[config.mk]
export PLATFORM = sky130hd
export DESIGN_NAME = bin2bcd_seq
export DESIGN_NICKNAME = d
export VERILOG_FILES = /design/src/rtl/bin2bcd_seq_pkg.sv /design/src/rtl/bcd_digit_adj.sv /design/src/rtl/bin2bcd_seq.sv
export SDC_FILE = /design/constraint.sdc
export NUM_CORES = 1
export LEC_CHECK = 0
export ABC_AREA = 0
export ABC_CLOCK_PERIOD_IN_PS = 1750
export BUFFER_PORTS_ARGS = -buffer_cell sky130_fd_sc_hd__buf_2
export CAP_MARGIN = 10
export CELL_PAD_IN_SITES_DETAIL_PLACEMENT = 0
export CELL_PAD_IN_SITES_GLOBAL_PLACEMENT = 2
export CORE_MARGIN = 2
export CORE_UTILIZATION = 32
export DETAILED_ROUTE_END_ITERATION = 7
export PLACE_DENSITY = 0.83
export SLEW_MARGIN = 40
export SYNTH_ARGS = -nofsm -noshare
export SYNTH_HDL_FRONTEND = slang
export SYNTH_SLANG_ARGS = --single-unit
export TNS_END_PERCENT = 50
[constraint.sdc]
create_clock -name clk -period 1.75 [get_ports clk]
set_clock_uncertainty 0.15 [all_clocks]
set_input_delay 0.0875 -clock clk [delete_from_list [all_inputs] [get_ports clk]]
set_output_delay 0.0875 -clock clk [all_outputs]
set_load 0.01 [all_outputs]
[src/rtl/bin2bcd_seq_pkg.sv]
// rtl/bin2bcd_seq_pkg.sv - shared state encodings and constants for bin2bcd_seq
package bin2bcd_seq_pkg;

  typedef enum logic [1:0] {
    IDLE  = 2'd0,
    SHIFT = 2'd1,
    LOAD  = 2'd2
  } state_e;

  localparam logic [3:0] BCD_MAX_NIBBLE = 4'h9;

endpackage

[src/rtl/bcd_digit_adj.sv]
// rtl/bcd_digit_adj.sv - double-dabble digit correction: add 3 when nibble >= 5
module bcd_digit_adj (
  input  logic [3:0] in_i,
  output logic [3:0] out_o
);

  assign out_o = (in_i >= 4'd5) ? (in_i + 4'd3) : in_i;

endmodule

[src/rtl/bin2bcd_seq.sv]
// rtl/bin2bcd_seq.sv - sequential shift-add-3 binary to packed BCD converter
module bin2bcd_seq
  import bin2bcd_seq_pkg::*;
#(
  parameter int BIN_W  = 14,
  parameter int DIGITS = 4
) (
  input  logic                clk,
  input  logic                rst_n,
  input  logic                start,
  input  logic [BIN_W-1:0]    bin,
  output logic [4*DIGITS-1:0] bcd,
  output logic                done,
  output logic                busy,
  output logic                ovf
);

  localparam int SCR_W = 4 * DIGITS;
  localparam int CNT_W = (BIN_W > 1) ? $clog2(BIN_W) : 1;
  localparam int LIM_W = $clog2(10 ** DIGITS);
  localparam int CMP_W = (BIN_W > LIM_W) ? BIN_W : LIM_W;
  localparam logic [CMP_W-1:0] BCD_LIMIT = CMP_W'(10 ** DIGITS - 1);

  state_e             state_q, state_d;
  logic [CNT_W-1:0]   cnt_q, cnt_d;
  logic [BIN_W-1:0]   shift_q, shift_d;
  logic [BIN_W-1:0]   bin_q, bin_d;
  logic [SCR_W-1:0]   scratch_q, scratch_d;
  logic [SCR_W-1:0]   bcd_q, bcd_d;
  logic               done_q, done_d;
  logic               ovf_q, ovf_d;
  logic [SCR_W-1:0]   adj;
  logic [CMP_W-1:0]   bin_ext;

  for (genvar i = 0; i < DIGITS; i++) begin : g_adj
    bcd_digit_adj u_adj (
      .in_i  (scratch_q[4*i +: 4]),
      .out_o (adj[4*i +: 4])
    );
  end

  assign bin_ext = CMP_W'(bin_q);

  always_comb begin
    state_d   = state_q;
    cnt_d     = cnt_q;
    shift_d   = shift_q;
    bin_d     = bin_q;
    scratch_d = scratch_q;
    bcd_d     = bcd_q;
    ovf_d     = ovf_q;
    done_d    = 1'b0;
    unique case (state_q)
      IDLE: begin
        if (start) begin
          bin_d     = bin;
          shift_d   = bin;
          scratch_d = '0;
          cnt_d     = CNT_W'(BIN_W - 1);
          state_d   = SHIFT;
        end
      end
      SHIFT: begin
        // The bit leaving the top nibble is dropped; that only happens on overflow.
        scratch_d = SCR_W'({adj, shift_q[BIN_W-1]});
        shift_d   = shift_q << 1;
        cnt_d     = cnt_q - 1'b1;
        if (cnt_q == '0) begin
          state_d = LOAD;
        end
      end
      LOAD: begin
        if (bin_ext > BCD_LIMIT) begin
          bcd_d = {DIGITS{BCD_MAX_NIBBLE}};
          ovf_d = 1'b1;
        end else begin
          bcd_d = scratch_q;
          ovf_d = 1'b0;
        end
        done_d  = 1'b1;
        state_d = IDLE;
      end
      default: state_d = IDLE;
    endcase
  end

  always_ff @(posedge clk or negedge rst_n) begin
    if (!rst_n) begin
      state_q   <= IDLE;
      cnt_q     <= '0;
      shift_q   <= '0;
      bin_q     <= '0;
      scratch_q <= '0;
      bcd_q     <= '0;
      done_q    <= 1'b0;
      ovf_q     <= 1'b0;
    end else begin
      state_q   <= state_d;
      cnt_q     <= cnt_d;
      shift_q   <= shift_d;
      bin_q     <= bin_d;
      scratch_q <= scratch_d;
      bcd_q     <= bcd_d;
      done_q    <= done_d;
      ovf_q     <= ovf_d;
    end
  end

  assign bcd  = bcd_q;
  assign done = done_q;
  assign ovf  = ovf_q;
  assign busy = (state_q != IDLE);

endmodule

==> results.sh <==
export IMPL_status="complete, no violations"
export IMPL_cap_viol_max_count=0
export IMPL_fin_util_pct=42.2
export IMPL_synth_adder_area_share_pct=3.90
export IMPL_firstDrtPassIters=4
export IMPL_ys_ff_latch=64
export IMPL_synth_most_common_cell="nand2_1"
export IMPL_yosys_warnings=0
export IMPL_synthTopCellsByCount="91 x nand2_1, 64 x dfrtp_1, 19 x nand3_1"
export IMPL_first_iter_violations=44
export IMPL_synth_compound_area_share_pct=13.1
export IMPL_syn_avg_cell_area_um2=9.63
export IMPL_leakagePower_nw=1.81
export IMPL_clock_sinks=64
export IMPL_wl_um=6310
export IMPL_grt_pass1_vias=2245
export IMPL_drive_gt1_share_pct=24.5
export IMPL_worstPathRequired_ps=1860
export IMPL_path_class="reg -> reg"
export IMPL_io_buffer_count=35
export IMPL_die_area_mm2=0.00981
export IMPL_crit_path_start_kind="register"
export IMPL_finalMaxSlewViolations=0
export IMPL_dp_final_hpwl_um=4400
export IMPL_finalCritPeriodShare_pct=97.5
export IMPL_synth_area_mm2=0.00289
export IMPL_gp_congestion=0.774
export IMPL_cts_max_level=3
export IMPL_start_util_pct=33.1
export IMPL_max_freq_mhz=586
export IMPL_hold_violations=0
export IMPL_finalSetupViolations=0
export IMPL_syn_inst=300
export IMPL_path_delay_family="flip-flops"
export IMPL_dp_cells=445
export IMPL_synth_async_sr_flop_share_pct=100
export IMPL_synthMuxAreaShare_pct=1.56
export IMPL_avgViaCountPerCell=4.81
export IMPL_core_rowCount=34
export IMPL_worst_hold_path_type="in -> async"
export IMPL_crit_path_top_delay_cell="dfrtp_1"
export IMPL_tightest_slew_ps=590
export IMPL_post_dp_cell_area_mm2=0.00328
export IMPL_nets=394
export IMPL_relSlewSlack_pct=60.6
export IMPL_mappedNetlistNets=326
export IMPL_synth_top_family_by_area="simple AND/OR/NAND/NOR gates"
export IMPL_diodes=0
export IMPL_crit_arrival_ps=1820
export IMPL_timing_critical_path_buf_inv=1
export IMPL_die_h_um=99.0
export IMPL_overflow=0
export IMPL_powerDensity_mw_per_mm2=1730
export IMPL_peakVddDrop_mv=0.633
export IMPL_ant_nets=0
export IMPL_wl_per_cell_um=13.2
export IMPL_synth_area_top_cells="dfrtp_1 55%, nand2_1 12%, ha_1 3.9%"
export IMPL_clk_latency_ps=340
export IMPL_yosysSeqAreaShare_pct=55.4
export IMPL_period_minus_slack_ps=1710
export IMPL_synth_area_leader_cell="dfrtp_1"
export IMPL_synth_top_cell_area_share_pct=55.4
export IMPL_setup_slack_ps=43.8
export IMPL_clk_pin_slew_ps=70
export IMPL_antenna_found_initial=1
export IMPL_cts_path_max_buffers=2
export IMPL_fin_cells=480
export IMPL_dp_slack_ps=27.1
export IMPL_num_vias=2307
export IMPL_synthSimpleGateAreaFrac_pct=19.2
export IMPL_ioPinCount=36
export IMPL_synth_xor_area_share_pct=2.12
export IMPL_cts_root_buf="clkbuf_8"
export IMPL_die_w_um=99.0
export IMPL_core_area_mm2=0.00872
export IMPL_synthFlopType="dfrtp_1"
export IMPL_max_stage_delay_ps=420
export IMPL_synth_distinct_cells=33
export IMPL_cts_buffers=9
export IMPL_grt_use_total_pct=14.0
export IMPL_synth_edf_count=0
export IMPL_drc=0
export IMPL_area_growth_pct=27.3
export IMPL_cts_tree="built"
export IMPL_path_cells="inv_1 > ha_2 > nand2b_1 > a21oi_2 > mux2_2 > o21ai_0"
export IMPL_path_max_fanout=4
export IMPL_final_area_mm2=0.00368
export IMPL_grt_first_pass_wirelength_um=10900
export IMPL_grt_max_degree=28
export IMPL_crit_path_end_kind="register"
-- worst register-to-register path, stage by stage, from the launching register on --
cell      delay [ps]
dfrtp_1          420
inv_1            100
ha_2             200
nand2b_1          80
a21oi_2          190
mux2_2           360
o21ai_0          140
-- path summary, 6_finish.rpt --
path	cells after the start	end	slack, ps	startpoint
setup / recovery	6	scratch_q[6]	40	scratch_q[4]
hold / removal	2	scratch_q[14]	110	rst_n
setup reg to reg	6	scratch_q[6]	40	scratch_q[4]
hold reg to reg	2	shift_q[1]	320	shift_q[1]
max in group asynchronous	3	scratch_q[0]	820	rst_n
min in group clk	5	bin_ext[12]	170	start
-- what timing repair did --
item                                    CTS  global route
endpoints found under the setup margin    0             7
gates resized for setup                   0            11
setup buffers                             0             5
hold buffers                             15             0
endpoints found under the hold margin    88             0
-- power breakdown --
group	switching (mW)	leakage (nW)	internal, mW
clock network	0.552	0.0989	0.682
logic	1.34	0.897	1.24
registers	0.444	0.817	2.11
total	2.34	1.81	4.04
-- kinds of logic (layout without fill, tap and decap cells) --
group	count (synthesis)	count (layout)
AO/OA/AOI/OAI	59	59
XOR/XNOR	7	7
adder cells (fa/ha/maj)	9	9
buffers and inverters	28	100
flip-flops	64	64
multiplexers	4	4
AND/OR/NAND/NOR	129	129
-- metal layers --
metal / routed length, um / global-route usage [%] / share of wire [%]
met5: 0 / 0 / 0
met4: 61 / 3.48 / 0.97
met3: 351 / 5.18 / 5.6
met2: 2780 / 21.0 / 44
met1: 3120 / 19.4 / 49
-- state kept, by name, summed over array words and instances (netlist names) --
name	flops
cnt_q	4
scratch_q	16
ovf	1
state_q	2
done	1
bin_ext	10
bcd	16
shift_q	14
-- cell usage in the layout (no fill, tap or decap), drive strengths merged, types with 3 or more instances in the layout --
master	instances
xnor2	4
o31ai	8
inv	11
dlygate4sd3	15
clkinv	3
nand3	19
a32o	4
dfrtp	64
nor2	3
a22oi	12
clkbuf	11
buf	59
nand2b	6
o211ai	4
ha	9
xor2	3
o21ai	15
mux2	4
a21oi	14
nand2	91
-- metrics by stage --
| stage | TNS (ps) | hold WS [ps] | total power, mW |
|---|---|---|---|
| CTS | 0 | 103 | 6.33 |
| global placement | 0 | -70.9 | 4.96 |
| global route | -18.4 | 129 | 6.94 |
| finish | 0 | 109 | 6.38 |
| floorplan | 0 | -358 | 4.21 |
| detailed placement | 0 | -63.9 | 5.03 |
-- cell type report --
cell class                      instances  area (um^2)
Sequential cell                        64         1600
Inverter                               11         41.3
Clock inverter                          4         45.0
Fill cell                             882         5040
Clock buffer                           11          141
Multi-Input combinational cell        208         1180
Tap cell                              108          135
Timing Repair Buffer                   74          531
No activity file was read; power rests on OpenSTA's default activity.
